`config.mk`:
```
export PLATFORM = sky130hd
export DESIGN_NAME = dsn_seq_tmb
export DESIGN_NICKNAME = d
export VERILOG_FILES = /design/src/rtl/dsn_seq_tmb.sv
export SDC_FILE = /design/constraint.sdc
export NUM_CORES = 1
export LEC_CHECK = 0
export ABC_AREA = 1
export ABC_CLOCK_PERIOD_IN_PS = 2800
export BUFFER_PORTS_ARGS = -buffer_cell sky130_fd_sc_hd__buf_4
export CAP_MARGIN = 40
export CORE_ASPECT_RATIO = 0.6
export CORE_MARGIN = 1.5
export CORE_UTILIZATION = 30
export CTS_CLUSTER_DIAMETER = 100
export DETAILED_ROUTE_END_ITERATION = 8
export PLACE_DENSITY_LB_ADDON = 0.2
export SYNTH_ARGS = -nofsm -noshare
export SYNTH_HDL_FRONTEND = slang
export SYNTH_SLANG_ARGS = --single-unit
```
`constraint.sdc`:
```
create_clock -name clock -period 2.8 [get_ports clock]
set_clock_uncertainty 0.15 [all_clocks]
set_input_delay 0 -clock clock [delete_from_list [all_inputs] [get_ports clock]]
set_output_delay 0 -clock clock [all_outputs]
set_load 0.01 [all_outputs]
```
`src/rtl/dsn_seq_tmb.sv`:
```
// dsn_seq_tmb: sequences a 1-wire serial-number read (init, Read-ROM, 64 read slots)
// through the DSN bit engine and checks the Dallas CRC-8 of the result.
module dsn_seq_tmb #(
   parameter int          MXTO    = 18,
   parameter logic [7:0]  ROM_CMD = 8'h33,
   parameter int          GAP     = 2
) (
   input  logic        clock,
   input  logic        global_reset_n,
   input  logic        dsn_start,
   output logic        bit_start,
   output logic        bit_wr_data,
   output logic        bit_wr_init,
   input  logic        bit_busy,
   input  logic        bit_rd_data,
   output logic        dsn_busy,
   output logic        dsn_done,
   output logic        dsn_err,
   output logic        dsn_crc_ok,
   output logic [63:0] dsn_sn
);
   localparam logic [2:0] S_IDLE  = 3'd0;
   localparam logic [2:0] S_INIT  = 3'd1;
   localparam logic [2:0] S_WRCMD = 3'd2;
   localparam logic [2:0] S_RDSN  = 3'd3;
   localparam logic [2:0] S_DONE  = 3'd4;
   localparam logic [2:0] S_ERR   = 3'd5;
   localparam logic [1:0] B_ASSERT = 2'd0;
   localparam logic [1:0] B_WBUSY  = 2'd1;
   localparam logic [1:0] B_WDONE  = 2'd2;
   localparam logic [1:0] B_GAP    = 2'd3;
   localparam int GW = $clog2(GAP + 1);
   localparam logic [MXTO-1:0] TO_ONE  = 1;
   localparam logic [GW-1:0]   GAP_ONE = 1;
   localparam logic [GW-1:0]   GAP_END = GW'(GAP - 1);

   logic [2:0]      r_sm;
   logic [1:0]      r_bs;
   logic [6:0]      r_cnt;
   logic [MXTO-1:0] r_to;
   logic [GW-1:0]   r_gap;
   logic [7:0]      r_crc;
   logic            r_start_ff;
   logic            w_edge;
   logic            w_fb;
   logic            w_last;
   logic            w_timeout;

   assign w_edge      = dsn_start & ~r_start_ff;
   assign w_fb        = r_crc[0] ^ bit_rd_data;
   assign w_timeout   = (r_bs == B_WBUSY || r_bs == B_WDONE) && (&r_to);
   assign w_last      = (r_sm == S_INIT) || (r_sm == S_WRCMD && r_cnt == 7'd8) ||
                        (r_sm == S_RDSN && r_cnt == 7'd64);
   assign dsn_busy    = (r_sm == S_INIT) || (r_sm == S_WRCMD) || (r_sm == S_RDSN);
   assign bit_start   = dsn_busy && (r_bs != B_GAP);
   assign bit_wr_init = (r_sm == S_INIT);
   assign bit_wr_data = (r_sm == S_WRCMD) ? ROM_CMD[r_cnt[2:0]] : (r_sm == S_INIT || r_sm == S_RDSN);
   assign dsn_done    = (r_sm == S_DONE);
   assign dsn_err     = (r_sm == S_ERR);
   assign dsn_crc_ok  = dsn_done && (r_crc == 8'h00);

   always_ff @(posedge clock or negedge global_reset_n) begin
      if (!global_reset_n) begin
         r_sm       <= S_IDLE;
         r_bs       <= B_ASSERT;
         r_cnt      <= '0;
         r_to       <= '0;
         r_gap      <= '0;
         r_crc      <= '0;
         r_start_ff <= 1'b0;
         dsn_sn     <= '0;
      end else begin
         r_start_ff <= dsn_start;
         if (!dsn_busy) begin
            if (w_edge) begin
               r_sm  <= S_INIT;
               r_bs  <= B_ASSERT;
               r_cnt <= '0;
               r_crc <= '0;
            end
         end else if (w_timeout) begin
            r_sm <= S_ERR;
            r_bs <= B_ASSERT;
         end else begin
            case (r_bs)
               B_ASSERT: begin
                  r_to <= '0;
                  r_bs <= B_WBUSY;
               end
               B_WBUSY: begin
                  r_to <= r_to + TO_ONE;
                  if (bit_busy) r_bs <= B_WDONE;
               end
               B_WDONE: begin
                  r_to <= r_to + TO_ONE;
                  // busy low again means the engine has finished the slot and sits in unstart
                  if (!bit_busy) begin
                     r_bs  <= B_GAP;
                     r_gap <= '0;
                     r_cnt <= r_cnt + 7'd1;
                     if (r_sm == S_RDSN) begin
                        dsn_sn <= {bit_rd_data, dsn_sn[63:1]};
                        r_crc  <= {w_fb, r_crc[7:1]} ^ (w_fb ? 8'h0C : 8'h00);
                     end
                  end
               end
               default: begin
                  if (r_gap != GAP_END) r_gap <= r_gap + GAP_ONE;
                  else begin
                     r_bs <= B_ASSERT;
                     if (w_last) begin
                        r_cnt <= '0;
                        r_sm  <= (r_sm == S_INIT) ? S_WRCMD : (r_sm == S_WRCMD) ? S_RDSN : S_DONE;
                     end
                  end
               end
            endcase
         end
      end
   end
endmodule
```
==> out/qor.txt <==
status - complete, no violations
n_diodes - 0
period utilization - 85.5%
Finished Cell Area - 6170 sq um
Area contributors post-synth - dfrtp_1 (52%), nand2_1 (12%), nor2_1 (5.3%)
max cap viols - 0
Initial Util - 31.1%
Util after Layout - 37.6%
Total Wirelength - 11.3 mm
unrepaired setup endpoints after global routing - false
# port buffers - 75
placed cell areas - 5850 sq um
Final Hold Fails - 0
CTS HTree Levels - 3
Syn. warnings - 0
asr flop ratio synth - 100%
Rows - 36
vias in the first global route - 3,810
DR vias/cell - 4.41
largest area contributor in the netlist - dfrtp_1
core area - 16,400 sq um
die outline height - 104 microns
crit path max fanout - 105
antenna violations before repair - 0
Pwr per Cell Area - 944 nW/um^2
IO Count - 76
Post-synth EDFFs - 0
setup_tns - 0 ns
fin crit period - 2.40 ns
fmax - 417 MHz
complex-gate fraction of the synthesized area - 9.73%
top_reg_cell synth - dfrtp_1
Yosys top cell area share - 51.6%
max_slew headroom - 43.9%
first-pass GRT wire length - 19.2 mm
flops & latches, synth - 105
DP HPWL - 8.14 mm
Syn Std Cell Area - 5090 sq um
most frequent cell after synthesis - nand2_1
Critical Path Source Type - register
CTS clk-pin slew, worst paths - 0.07 ns
Seq/Total Area, Yosys - 51.6%
Yosys cell types - 35
Tot GR Track Use - 13.5%
Worst VDD drop - 0.356 mV
post-place setup slack - 0.417 ns
layout cells sized above 1 - 19.4%
Worst-Skew Late Latency - 0.35 ns
Nets - 697
largest family of logic cells by synthesized area - simple AND/OR/NAND/NOR gates
Adder-Cell Fraction of Synth Area - 2.21%
Hold Crit Class - input port to asynchronous set/reset pin
syn avg cell area - 8.42 sq um
DRC viols - 0
Syn Nets - 619
slew at the pin closest to its max-slew limit - 0.841 ns
Setup CP Type - register to register
max-slew violation count - 0
die area - 17,800 sq um
Clock Tree Buf Depth - 2
routed len/inst - 12.3 microns
Arrival @ worst endpoint - 2.51 ns
die width - 171 microns
vias - 4,038
Worst Hold Slack - 0.147 ns
number of setup buffers added after CTS - 0
Leak - 0.00314 uW
mux cell area share after synthesis - 0%
largest net degree at the start of global routing - 106
Layout area overhead - 21.1%
Root Buffer - clkbuf_16
count of final setup violators - 0
fraction of the mapped netlist area in simple logic gates - 25.4%
total gr overflow - 0
Post-Synthesis Cells - 605
setup slack after layout - 0.405 ns
clock sink count - 105
post-synthesis xor/xnor area fraction - 3.10%
CP Data Required Time - 2.92 ns
TritonCTS clock tree - built
TritonRoute pass-1 iters - 4
top post-synthesis cells by count - nand2_1 (166), dfrtp_1 (105), nor2_1 (72)
CTS Buf Count - 9
routability congestion estimate - 0.841
Post-DRT Antenna Nets - 0
CP endpoint kind - register
DR iter-0 viols - 259
power breakdown:
| group | internal [uW] | leakage [uW] | switching [uW] | total, uW |
|---|---|---|---|---|
| clock network | 611 | 0.000124 | 590 | 1200 |
| logic | 962 | 0.00172 | 1340 | 2310 |
| registers | 1960 | 0.00130 | 356 | 2320 |
| total | 3530 | 0.00314 | 2290 | 5820 |
path summary, 6_finish.rpt:
check / start / to / slack (ns) / cells past startpoint
worst max register to register: r_to[0] / dsn_sn[10] / 0.40 / 11
min in group clock: dsn_start / r_start_ff / 0.20 / 2
worst max-delay path: r_to[0] / dsn_sn[10] / 0.40 / 11
worst min register to register: dsn_sn[0] / dsn_sn[0] / 0.34 / 2
worst min-delay path: global_reset_n / r_to[5] / 0.15 / 2
max in group asynchronous: global_reset_n / r_crc[3] / 1.52 / 3
final cells by class:
| class | instances | area [sq um] |
|---|---|---|
| Sequential cell | 105 | 2630 |
| Multi-Input combinational cell | 415 | 2060 |
| Clock inverter | 6 | 52.6 |
| Timing Repair Buffer | 86 | 668 |
| Fill cell | 1670 | 10200 |
| Tap cell | 228 | 285 |
| Inverter | 66 | 250 |
| Clock buffer | 9 | 225 |
critical path: stages (launching register included):
cell,delay (ns)
dfrtp_1,0.44
ha_1,0.24
inv_1,0.10
nor2_4,0.18
nand2_2,0.09
nor2_4,0.10
nand3_2,0.10
buf_4,0.21
nand2_4,0.08
buf_12,0.34
nor2_1,0.08
a21oi_1,0.13
metrics by stage:
stage | std cells | power [uW]
after floorplan | 605 | 3590
after global placement | 896 | 4640
after detailed placement | 896 | 4680
after CTS | 915 | 5910
after global routing | 915 | 6310
final | 915 | 5820
timing repair:
action,in CTS,in global routing
endpoints found under the hold margin,78,0
setup endpoints to repair,0,0
hold buffers,4,0
resized for setup,0,0
layout by cell type (no fill, tap or decap), drive strengths merged:
cell,count
a21oi,34
buf,82
nor2,75
o21ai,48
nor4,3
nor3b,3
inv,68
nand3b,3
ha,9
nand4,1
clkbuf,9
nand2,169
dlygate4sd3,4
nor3,10
nand3,37
and3,1
dfrtp,105
clkinvlp,4
xnor2,1
xor2,17
or2,3
a31oi,1
registers in the layout, summed over array words and instances (netlist names):
register	flops
r_gap	2
dsn_sn	64
r_bs	2
r_crc	8
r_to	18
r_start_ff	1
r_cnt	7
r_sm	3
cell families after synthesis:
kind of cell,after synthesis
AOI/OAI and AO/OA,83
DFF,105
adders and majority gates,9
xor gates and xnor gates,18
buffers and inverters,85
and+or+nand+nor,305
metal layers:
metal | vias to the layer above | GRT usage (%) | part of all wire (%)
met1 | 1875 | 19.8 | 53
li1 | 2080 | - | -
met5 | - | 0 | 0
met3 | 9 | 3.69 | 4.6
met2 | 74 | 19.5 | 41
met4 | 0 | 3.38 | 1.1
Power figures use the tool's default switching activity.
